==> config.mk <==
export PLATFORM = sky130hd
export DESIGN_NAME = car_collision
export DESIGN_NICKNAME = d
export VERILOG_FILES = /design/src/rtl/car_collision_pkg.sv /design/src/rtl/car_overlap.sv /design/src/rtl/car_collision.sv
export SDC_FILE = /design/constraint.sdc
export NUM_CORES = 1
export LEC_CHECK = 0
export ABC_AREA = 1
export BUFFER_PORTS_ARGS = -buffer_cell sky130_fd_sc_hd__buf_2
export CORE_MARGIN = 4
export CORE_UTILIZATION = 35
export CTS_BUF_LIST = sky130_fd_sc_hd__clkbuf_16
export DETAILED_ROUTE_END_ITERATION = 8
export HOLD_SLACK_MARGIN = 0.12
export SETUP_SLACK_MARGIN = 0.5
export SLEW_MARGIN = 20
export SYNTH_ARGS = -nofsm -noshare
export SYNTH_HDL_FRONTEND = slang
export SYNTH_SLANG_ARGS = --single-unit
==> constraint.sdc <==
create_clock -name CLK -period 6.7 [get_ports CLK]
set_input_delay 0.67 -clock CLK [delete_from_list [all_inputs] [get_ports CLK]]
set_output_delay 0.67 -clock CLK [all_outputs]
set_load 0.01 [all_outputs]
==> src/rtl/car_collision_pkg.sv <==
// Shared constants, FSM encoding and snapshot payload for the car/frog collision checker.
package car_collision_pkg;

  localparam int unsigned POS_W   = 10;
  localparam int unsigned Y_W     = POS_W + 1;
  localparam int unsigned CAR_NUM = 8;
  localparam int unsigned IDX_W   = 3;
  localparam int unsigned LIVES_W = 3;
  localparam int unsigned GRACE_W = 8;

  localparam int unsigned CAR_W_DEF        = 32;
  localparam int unsigned FROG_W_DEF       = 32;
  localparam int unsigned FROG_H_DEF       = 32;
  localparam int unsigned LANE_H_DEF       = 32;
  localparam int unsigned LANE_Y_BASE_DEF  = 96;
  localparam int unsigned LIVES_INIT_DEF   = 3;
  localparam int unsigned GRACE_FRAMES_DEF = 60;

  typedef enum logic [1:0] {
    ST_IDLE   = 2'd0,
    ST_SCAN   = 2'd1,
    ST_REPORT = 2'd2
  } state_e;

  typedef struct packed {
    logic [CAR_NUM-1:0][POS_W-1:0] car_x;
    logic [POS_W-1:0]              frog_x;
    logic [POS_W-1:0]              frog_y;
  } snap_t;

  // Top y of the lane driven by car lane_idx (0-based), widened so later sums cannot overflow.
  function automatic logic [Y_W-1:0] lane_top(input int unsigned base, input int unsigned height,
                                              input logic [IDX_W-1:0] lane_idx);
    return Y_W'(base + height * 32'(lane_idx));
  endfunction

endpackage

==> src/rtl/car_overlap.sv <==
// Combinational overlap test between one car sprite and the frog sprite, horizontal axis wrapping mod 1024.
module car_overlap
  import car_collision_pkg::*;
#(
  parameter int unsigned CAR_W       = CAR_W_DEF,
  parameter int unsigned FROG_W      = FROG_W_DEF,
  parameter int unsigned FROG_H      = FROG_H_DEF,
  parameter int unsigned LANE_H      = LANE_H_DEF,
  parameter int unsigned LANE_Y_BASE = LANE_Y_BASE_DEF
) (
  input  logic [POS_W-1:0] car_x,
  input  logic [IDX_W-1:0] lane_idx,
  input  logic [POS_W-1:0] frog_x,
  input  logic [POS_W-1:0] frog_y,
  output logic             overlap_c
);

  logic [POS_W-1:0] dx;
  logic [POS_W-1:0] dx_neg;
  logic [Y_W-1:0]   top;
  logic [Y_W-1:0]   fy;
  logic             h_hit;
  logic             v_hit;

  // Either sprite may sit to the left of the other, so test both wrapped distances.
  always_comb begin
    dx        = frog_x - car_x;
    dx_neg    = POS_W'(0) - dx;
    h_hit     = (32'(dx) < CAR_W) || (32'(dx_neg) < FROG_W);
    top       = lane_top(LANE_Y_BASE, LANE_H, lane_idx);
    fy        = Y_W'(frog_y);
    v_hit     = (fy < top + Y_W'(LANE_H)) && ((fy + Y_W'(FROG_H)) > top);
    overlap_c = h_hit && v_hit;
  end

endmodule

==> src/rtl/car_collision.sv <==
// Per-frame frog collision checker: snapshots positions, scans eight cars through one comparator, tracks lives.
// Optional hit_idx output is enabled by defining CAR_COLLISION_HIT_INDEX_EN.
module car_collision
  import car_collision_pkg::*;
#(
  parameter int unsigned CAR_W        = CAR_W_DEF,
  parameter int unsigned FROG_W       = FROG_W_DEF,
  parameter int unsigned FROG_H       = FROG_H_DEF,
  parameter int unsigned LANE_H       = LANE_H_DEF,
  parameter int unsigned LANE_Y_BASE  = LANE_Y_BASE_DEF,
  parameter int unsigned LIVES_INIT   = LIVES_INIT_DEF,
  parameter int unsigned GRACE_FRAMES = GRACE_FRAMES_DEF
) (
  input  logic               CLK,
  input  logic               RST_N,
  input  logic               frame_tick,
  input  logic [POS_W-1:0]   car_x1,
  input  logic [POS_W-1:0]   car_x2,
  input  logic [POS_W-1:0]   car_x3,
  input  logic [POS_W-1:0]   car_x4,
  input  logic [POS_W-1:0]   car_x5,
  input  logic [POS_W-1:0]   car_x6,
  input  logic [POS_W-1:0]   car_x7,
  input  logic [POS_W-1:0]   car_x8,
  input  logic [POS_W-1:0]   frog_x,
  input  logic [POS_W-1:0]   frog_y,
  input  logic               lives_reload,
  output logic               hit,
  output logic [LIVES_W-1:0] lives,
  output logic               game_over,
  output logic               busy
`ifdef CAR_COLLISION_HIT_INDEX_EN
  ,
  output logic [IDX_W-1:0]   hit_idx
`endif
);

  state_e             state_q;
  state_e             state_d;
  snap_t              snap_q;
  logic [IDX_W-1:0]   idx_q;
  logic               hit_acc_q;
  logic               grace_act_q;
  logic               fire_q;
  logic [GRACE_W-1:0] grace_q;
  logic [POS_W-1:0]   car_sel;
  logic               ov_c;
  logic               start_c;
  logic               fire_c;
  logic               busy_d;

  assign car_sel = snap_q.car_x[idx_q];

  car_overlap #(
    .CAR_W       (CAR_W),
    .FROG_W      (FROG_W),
    .FROG_H      (FROG_H),
    .LANE_H      (LANE_H),
    .LANE_Y_BASE (LANE_Y_BASE)
  ) u_overlap (
    .car_x     (car_sel),
    .lane_idx  (idx_q),
    .frog_x    (snap_q.frog_x),
    .frog_y    (snap_q.frog_y),
    .overlap_c (ov_c)
  );

  always_ff @(posedge CLK or negedge RST_N) begin
    if (!RST_N) state_q <= ST_IDLE;
    else        state_q <= state_d;
  end

  // Reload wins over everything and always parks the FSM in IDLE.
  always_comb begin
    state_d = state_q;
    if (lives_reload) begin
      state_d = ST_IDLE;
    end else begin
      case (state_q)
        ST_IDLE:   if (frame_tick && !game_over) state_d = ST_SCAN;
        ST_SCAN:   if (idx_q == IDX_W'(CAR_NUM - 1)) state_d = ST_REPORT;
        ST_REPORT: state_d = ST_IDLE;
        default:   state_d = ST_IDLE;
      endcase
    end
  end

  always_comb begin
    start_c = 1'b0;
    fire_c  = 1'b0;
    busy_d  = 1'b0;
    start_c = (state_q == ST_IDLE) && frame_tick && !game_over && !lives_reload;
    fire_c  = (state_q == ST_REPORT) && hit_acc_q && !grace_act_q &&
              (lives != '0) && !lives_reload;
    busy_d  = (state_d != ST_IDLE);
  end

  // Grace shielding is latched at the tick, so GRACE_FRAMES whole frames are skipped after a hit.
  always_ff @(posedge CLK or negedge RST_N) begin
    if (!RST_N) begin
      snap_q      <= '0;
      idx_q       <= '0;
      hit_acc_q   <= 1'b0;
      grace_act_q <= 1'b0;
      grace_q     <= '0;
      fire_q      <= 1'b0;
      hit         <= 1'b0;
      lives       <= LIVES_W'(LIVES_INIT);
      game_over   <= 1'b0;
      busy        <= 1'b0;
    end else begin
      busy   <= busy_d;
      fire_q <= fire_c;
      if (lives_reload) begin
        lives     <= LIVES_W'(LIVES_INIT);
        game_over <= 1'b0;
        grace_q   <= '0;
        hit       <= 1'b0;
        fire_q    <= 1'b0;
      end else begin
        hit <= fire_q;
        if (start_c) begin
          snap_q      <= '{car_x: {car_x8, car_x7, car_x6, car_x5, car_x4, car_x3, car_x2, car_x1},
                           frog_x: frog_x, frog_y: frog_y};
          hit_acc_q   <= 1'b0;
          idx_q       <= '0;
          grace_act_q <= (grace_q != '0);
          if (grace_q != '0) grace_q <= grace_q - GRACE_W'(1);
        end
        if (state_q == ST_SCAN) begin
          hit_acc_q <= hit_acc_q | ov_c;
          idx_q     <= idx_q + IDX_W'(1);
        end
        if (fire_c) begin
          lives     <= lives - LIVES_W'(1);
          grace_q   <= GRACE_W'(GRACE_FRAMES);
          game_over <= (lives == LIVES_W'(1));
        end
      end
    end
  end

`ifdef CAR_COLLISION_HIT_INDEX_EN
  logic [IDX_W-1:0] first_q;

  // First overlapping car in scan order is the lowest-numbered one.
  always_ff @(posedge CLK or negedge RST_N) begin
    if (!RST_N) begin
      first_q <= '0;
      hit_idx <= '0;
    end else begin
      if ((state_q == ST_SCAN) && ov_c && !hit_acc_q) first_q <= idx_q;
      if (fire_c) hit_idx <= first_q;
    end
  end
`endif

endmodule

==> flow_summary.yaml, run 1 <==
clocking:
  cts.repair_timing.setup_buffer_count: 0
  root_buf_cell: "sky130_fd_sc_hd__clkbuf_16"
  hold_buffers: 0
  cts_inserted_buffers: 17
  clk-insertion-delay-late_ps: 420
  cts.path.max_buffers: 2
  cts_tree: "done"
  cts.clk_slew.worst_paths_ps: 50
  cts_sinks: 122
  postCtsResizedCells: 0
  cts_max_level: 4
outcome:
  run_status: "finished, final reports clean"
critical_path:
  largest_incremental_delay_on_the_critical_path_ps: 640
  timing.critical_path.depth: 18
  arrival_ps: 3350
  timing.reg2reg.worst_path_depth: 18
  cp_max_fo: 14
  cpMostUsedCell: "sky130_fd_sc_hd__nand2_1"
  cp.buffers_inverters: 2
  cpLargestDelayFamily: "simple AND/OR/NAND/NOR gates"
  setup.worst_path.end_class: "flop"
  cp.required_ps: 6980
  crit_path_cell_trace: "inv_1 -> a21oi_1 -> o21ai_0 -> nand2_1 -> nand2_1 -> nand3_1 -> ha_1 -> inv_1 -> fa_1 -> or2_2 -> a21oi_1 -> nand3_1 -> nor2_1 -> nor2_1 -> nand2_1 -> nand3_1 -> nand2_1 -> a21oi_2"
  worst_path_max_delay_cell: "sky130_fd_sc_hd__dfrtp_1"
  startpoint_type: "flop"
  crit_type: "flop to flop"
logic_synthesis:
  yosys_warnings: 0
  largest_cells_by_area_after_synthesis: "sky130_fd_sc_hd__dfrtp_1 (47%), sky130_fd_sc_hd__nand2_1 (9.1%), sky130_fd_sc_hd__o21ai_0 (6.6%)"
  synth-edff-count: 0
  fraction_of_the_yosys_area_taken_by_sequential_cells_pct: 47.8
  netlist.top_cell.by_area: "sky130_fd_sc_hd__dfrtp_1"
  syn_area_um2: 6400
  syn_inst: 733
  syn-num-nets: 864
  synth_cell_type_count: 38
  synth_top_area_share_pct: 46.9
  synth_area_per_cell_um2: 8.73
  synth_ff_type: "sky130_fd_sc_hd__dfrtp_1"
  async_flop_share_pct: 100
  number_of_synthesized_register_bits: 122
layout:
  mostFrequentLayoutCells: "sky130_fd_sc_hd__nand2_1 (155), sky130_fd_sc_hd__dfrtp_1 (120), sky130_fd_sc_hd__buf_2 (108), sky130_fd_sc_hd__inv_1 (99), sky130_fd_sc_hd__o21ai_0 (84)"
  most_common_cell_after_layout_fill_and_taps_aside: "sky130_fd_sc_hd__nand2_1"
  num-nets-final: 967
  share_of_layout_cells_above_drive_strength_1_pct: 22.1
  combined_flip_flop_and_latch_cell_area_um2: 3060
  layout.cells.non_filler: 1077
  areaGrowthSynthToFinish_pct: 20.6
  postLayoutCellArea_um2: 7710
  num_antenna_cells: 0
  multiInputGateArea_um2: 2810
  filler_cell_count: 1821
floorplanning:
  fp.dieH_um: 143
  initial_core_utilization_pct: 35.6
  core_um2: 18000
  die-width_um: 143
  fp-row-count: 49
  io-pin-count: 110
  die-area_um2: 20500
global_routing:
  first_global_vias: 5019
  grt_first_pass_wirelength_um: 25200
  initial_antenna_violation_count: 0
  grt_remaining_overflow: 0
  grt_start_max_net_pins: 107
  globalRouteTotalUtil_pct: 15.7
placement:
  placed_cells: 1045
  gp_congestion: 0.866
  place_area_um2: 7130
  portBuffers: 109
  hpwl_um: 11100
power:
  power_leakage_nw: 3.81
  p_per_area_nw_per_um2: 431
  vdd.ir_drop.worst_uv: 212
sta:
  setup_repair_after_global_routing_missed_its_margin: "false"
  final_hold_viol_count: 0
  whs_ps: 343
  timing_worst_slew_pin_value_ps: 821
  period_share_pct: 45.8
  achievable-frequency_mhz: 326
  clock-skew-final_ps: 7.06
  maxSlewViolCount: 0
  maxSlewHeadroom_pct: 45.3
  final.min_clock_period_ps: 3070
  timing.final.setup_violations: 0
  setup_total_negative_slack_ps: 0
min_path:
  worst_hold_path_type: "input pin to async pin"
route:
  antenna_left: 0
  detail_route.wl_per_cell_um: 14.1
  drt_pre_antenna_iters: 4
  route.final.wire_length_um: 15200
  post-route-drc-count: 0
  dr_total_vias: 5136
  initialDrtViolationCount: 268
  post_drt_via_cell_ratio: 4.77
flow_run:
  max_cap_viol_count: 0
[area by class of cell]
type                            instances  area share (%)
Timing Repair Buffer                  113            7.92
Sequential cell                       122            39.6
Clock inverter                         14            1.74
Clock buffer                           17            5.52
Inverter                              102            5.03
Multi-Input combinational cell        480            36.5
Tap cell                              229            3.71
[worst paths after layout]
kind                                      start                endpoint  slack, ps
min in group CLK                      car_x1[9]  snap_q[29]$_DFFE_PN0P_        460
min                                       RST_N  snap_q[29]$_DFFE_PN0P_        340
min reg2reg                    fire_q$_DFF_PN0_           hit$_DFF_PN0_        460
max reg2reg                idx_q[1]$_DFFE_PN0P_   hit_acc_q$_DFFE_PN0P_       3630
max                        idx_q[1]$_DFFE_PN0P_   hit_acc_q$_DFFE_PN0P_       3630
max in group asynchronous                 RST_N  snap_q[72]$_DFFE_PN0P_       5100
[logic make-up after synthesis]
logic type	synth area share [%]
buf+inv	8.24
compound gates	13.0
simple gates	15.6
mux	9.15
flops	47.8
fa+ha+maj	5.40
xor+xnor	0.822
[cell usage after synthesis, types with 3 or more instances]
master	count
sky130_fd_sc_hd__clkbuf_1	13
sky130_fd_sc_hd__a21oi_1	47
sky130_fd_sc_hd__xor2_1	4
sky130_fd_sc_hd__o211ai_1	4
sky130_fd_sc_hd__o21ai_1	14
sky130_fd_sc_hd__inv_1	98
sky130_fd_sc_hd__mux2_2	29
sky130_fd_sc_hd__buf_4	4
sky130_fd_sc_hd__inv_2	3
sky130_fd_sc_hd__nand4_1	8
sky130_fd_sc_hd__nand2_1	155
sky130_fd_sc_hd__nand2_2	4
sky130_fd_sc_hd__nand3b_1	4
sky130_fd_sc_hd__mux2_1	23
sky130_fd_sc_hd__buf_2	11
sky130_fd_sc_hd__dfrtp_1	120
sky130_fd_sc_hd__ha_1	26
sky130_fd_sc_hd__nand3_1	22
sky130_fd_sc_hd__nor2_1	35
sky130_fd_sc_hd__o21ai_0	84
[through the flow]
step / util, % / setup WS (ps) / power [mW]
2_1_floorplan: - / 4020 / 2.14
3_3_place_gp: 39.7 / 3630 / 2.46
3_5_place_dp: 39.7 / 3610 / 2.48
4_1_cts: 42.8 / 3600 / 3.36
5_1_grt: 42.9 / 3220 / 3.67
6_report: 42.9 / 3630 / 3.32
[registers in the layout, summed over array words and instances (netlist names)]
signal,count
hit,1
grace_act_q,1
fire_q,1
snap_q,100
lives,3
idx_q,3
state_q,2
grace_q,8
busy,1
game_over,1
hit_acc_q,1
[power by group]
part | internal (mW) | switching [mW] | leakage (nW) | total [mW]
Clock | 0.538 | 0.331 | 0.265 | 0.869
Combinational | 0.547 | 0.886 | 2.06 | 1.43
Sequential | 0.920 | 0.103 | 1.49 | 1.02
Total | 2.00 | 1.32 | 3.81 | 3.32
[per-layer routing]
layer / vias up / GRT usage, % / wire [µm]
li1: 2595 / - / -
met1: 2415 / 21.5 / 7120
met2: 109 / 24.1 / 6880
met3: 17 / 4.29 / 897
met4: 0 / 5.25 / 253
met5: - / 0 / 0
Note: power is estimated with default switching activity, not from simulation.
==> run 2: changes to the inputs <==
==> constraint.sdc (replaced) <==
create_clock -name CLK -period 2.8 [get_ports CLK]
set_input_delay 0.28 -clock CLK [delete_from_list [all_inputs] [get_ports CLK]]
set_output_delay 0.28 -clock CLK [all_outputs]
set_load 0.01 [all_outputs]
==> run 2 against run 1 <==
Global-route usage is 1.9 points higher. First-iteration DRC count is 24% higher. Critical path depth is 1 lower. Maximum frequency is 12% higher. Die area stayed put. Via count is 8.0% higher. Total power grew to 2.7 times the previous value. Non-clock buffer count is 116 higher. Largest cell class unchanged.
==> flow_summary.yaml, run 2 (same netlist as run 1, synthesis figures left out) <==
critical_path:
  worst-r2r-setup-slack_ps: 70
  timing.reg2reg.worst_path_depth: 17
  worst_r2r_endpoint: "hit_acc_q$_DFFE_PN0P_"
  cp.required_ps: 3080
  launch_point_of_the_worst_reg_to_reg_path: "idx_q[0]$_DFFE_PN0P_"
  setup.worst_path.end_class: "flop"
  crit_type: "flop to flop"
  startpoint_type: "flop"
  arrival_ps: 3010
  cp_max_fo: 16
layout:
  registers.top_by_ff_count: "snap_q"
  most_common_cell_after_layout_fill_and_taps_aside: "sky130_fd_sc_hd__nand2_1"
  num-nets-final: 1084
  num_antenna_cells: 0
  reg.largest.list: "snap_q (100), grace_q (8)"
  filler_cell_count: 1637
  number_of_flip_flops_under_the_largest_register_name: 100
  share_of_layout_cells_above_drive_strength_1_pct: 23.9
  areaGrowthSynthToFinish_pct: 42.2
  postLayoutCellArea_um2: 9100
  mostFrequentLayoutCells: "sky130_fd_sc_hd__nand2_1 (152), sky130_fd_sc_hd__dfrtp_1 (118), sky130_fd_sc_hd__buf_2 (108), sky130_fd_sc_hd__dlygate4sd3_1 (101), sky130_fd_sc_hd__inv_1 (96)"
route:
  route.final.wire_length_um: 17300
  initialDrtViolationCount: 332
  antenna_left: 0
  detail_route.wl_per_cell_um: 14.5
  drt_pre_antenna_iters: 5
  dr_total_vias: 5547
  post_drt_via_cell_ratio: 4.64
  post-route-drc-count: 0
floorplanning:
  die-width_um: 143
  io-pin-count: 110
  die-area_um2: 20500
  fp.dieH_um: 143
  initial_core_utilization_pct: 35.6
  fp-row-count: 49
  core_um2: 18000
min_path:
  worst_hold_path_type: "input pin to flop"
  holdPathStages: 2
  min-delay-start: "lives_reload"
  min_delay_worst_endpoint: "hit$_DFF_PN0_"
clocking:
  cts_tree: "done"
  cts_inserted_buffers: 17
  clk-insertion-delay-late_ps: 420
  cts_max_level: 4
  cts_sinks: 122
  cts.clk_slew.worst_paths_ps: 60
  root_buf_cell: "sky130_fd_sc_hd__clkbuf_16"
  cts.path.max_buffers: 2
global_routing:
  initial_antenna_violation_count: 0
  grt_remaining_overflow: 0
  first_global_vias: 5562
  globalRouteTotalUtil_pct: 17.6
  grt_start_max_net_pins: 116
  grt_first_pass_wirelength_um: 28200
placement:
  portBuffers: 109
  gp_congestion: 0.889
  detailedPlace.worstSlack_ps: 4.84
  hpwl_um: 11500
  place_area_um2: 7230
power:
  vdd.ir_drop.worst_uv: 492
  report.power.total_mw: 8.90
  power_leakage_nw: 4.38
  p_per_area_nw_per_um2: 978
sta:
  final.min_clock_period_ps: 2730
  final_hold_viol_count: 0
  whs_ps: 175
  achievable-frequency_mhz: 366
  timing_worst_slew_pin_value_ps: 765
  setup_total_negative_slack_ps: 0
  timing.final.setup_violations: 0
  setup_repair_after_global_routing_missed_its_margin: "true"
  maxSlewHeadroom_pct: 49.0
  postLayoutSetupSlackWorst_ps: 67.1
  maxSlewViolCount: 0
  clock-skew-final_ps: 13.3
  period_share_pct: 97.6
flow_run:
  max_cap_viol_count: 0
outcome:
  run_status: "finished, final reports clean"
==> run 2: cell types whose count changed in the layout (fill, tap and decap cells not counted), sizes merged <==
cell,previous run,this run
clkbuf,17,18
bufbuf,0,2
dlygate4sd3,0,101
inv,103,106
buf,113,125
clkinv,6,4
nor2,37,38
==> run 2: repair_timing <==
action,in CTS,in global routing
hold buffers,101,0
buffers inserted,4,1
setup endpoints to repair,1,1
gates cloned,3,1
pin swaps,6,8
gates resized for setup,27,15
hold endpoints to repair,153,0
==> run 2: stage by stage <==
step	cells	utilization, %
global route	1195	50.6
detailed placement	1053	40.2
finish	1195	50.6
CTS	1193	50.1
global placement	1053	40.2
floorplan	733	-
==> run 2: worst max path at each step <==
stage	to	cells after the start	start
floorplan	hit_acc_q$_DFFE_PN0P_	20	idx_q[0]$_DFFE_PN0P_
global placement	hit_acc_q$_DFFE_PN0P_	19	idx_q[0]$_DFFE_PN0P_
detailed placement	hit_acc_q$_DFFE_PN0P_	20	idx_q[0]$_DFFE_PN0P_
CTS	hit_acc_q$_DFFE_PN0P_	18	idx_q[0]$_DFFE_PN0P_
global route	hit_acc_q$_DFFE_PN0P_	21	idx_q[0]$_DFFE_PN0P_
finish	hit_acc_q$_DFFE_PN0P_	17	idx_q[0]$_DFFE_PN0P_
==> run 2: per-layer routing <==
metal  global-route usage (%)  up-vias  share of wire, %
met3                     3.99       21               4.9
met1                     23.5     2556                47
met5                        0        -                 0
met4                     5.70        0               1.8
li1                         -     2836                 -
met2                     28.3      134                46
==> run 2: final cells by class <==
type / count / area (µm²) / area share, %
inverter: 102 / 399 / 4.39
multi-input combinational: 481 / 2940 / 32.3
clock inverter: 15 / 165 / 1.82
clock buffer: 17 / 425 / 4.68
sequential: 122 / 3060 / 33.6
timing repair buffer: 229 / 1820 / 20.0
tap: 229 / 287 / 3.15
==> run 2: power by group <==
group	total (mW)	internal (mW)	leakage (nW)	switching [mW]
combinational	4.25	1.87	2.61	2.38
clock	2.18	1.32	0.272	0.860
sequential	2.47	2.20	1.49	0.270
total	8.90	5.39	4.38	3.51
==> run 2: worst max-delay path, stage by stage, from the launching register on <==
cell	delay [ps]
sky130_fd_sc_hd__dfrtp_2	470
sky130_fd_sc_hd__buf_4	170
sky130_fd_sc_hd__clkbuf_16	160
sky130_fd_sc_hd__o211ai_1	230
sky130_fd_sc_hd__nand3_1	130
sky130_fd_sc_hd__ha_2	200
sky130_fd_sc_hd__inv_2	80
sky130_fd_sc_hd__fa_2	430
sky130_fd_sc_hd__inv_1	70
sky130_fd_sc_hd__nand2_1	60
sky130_fd_sc_hd__a21oi_2	100
sky130_fd_sc_hd__nand3_1	80
sky130_fd_sc_hd__nor2_1	130
sky130_fd_sc_hd__nor2_1	60
sky130_fd_sc_hd__nand2_1	60
sky130_fd_sc_hd__nand3_1	60
sky130_fd_sc_hd__nand2_1	70
sky130_fd_sc_hd__a21oi_2	50
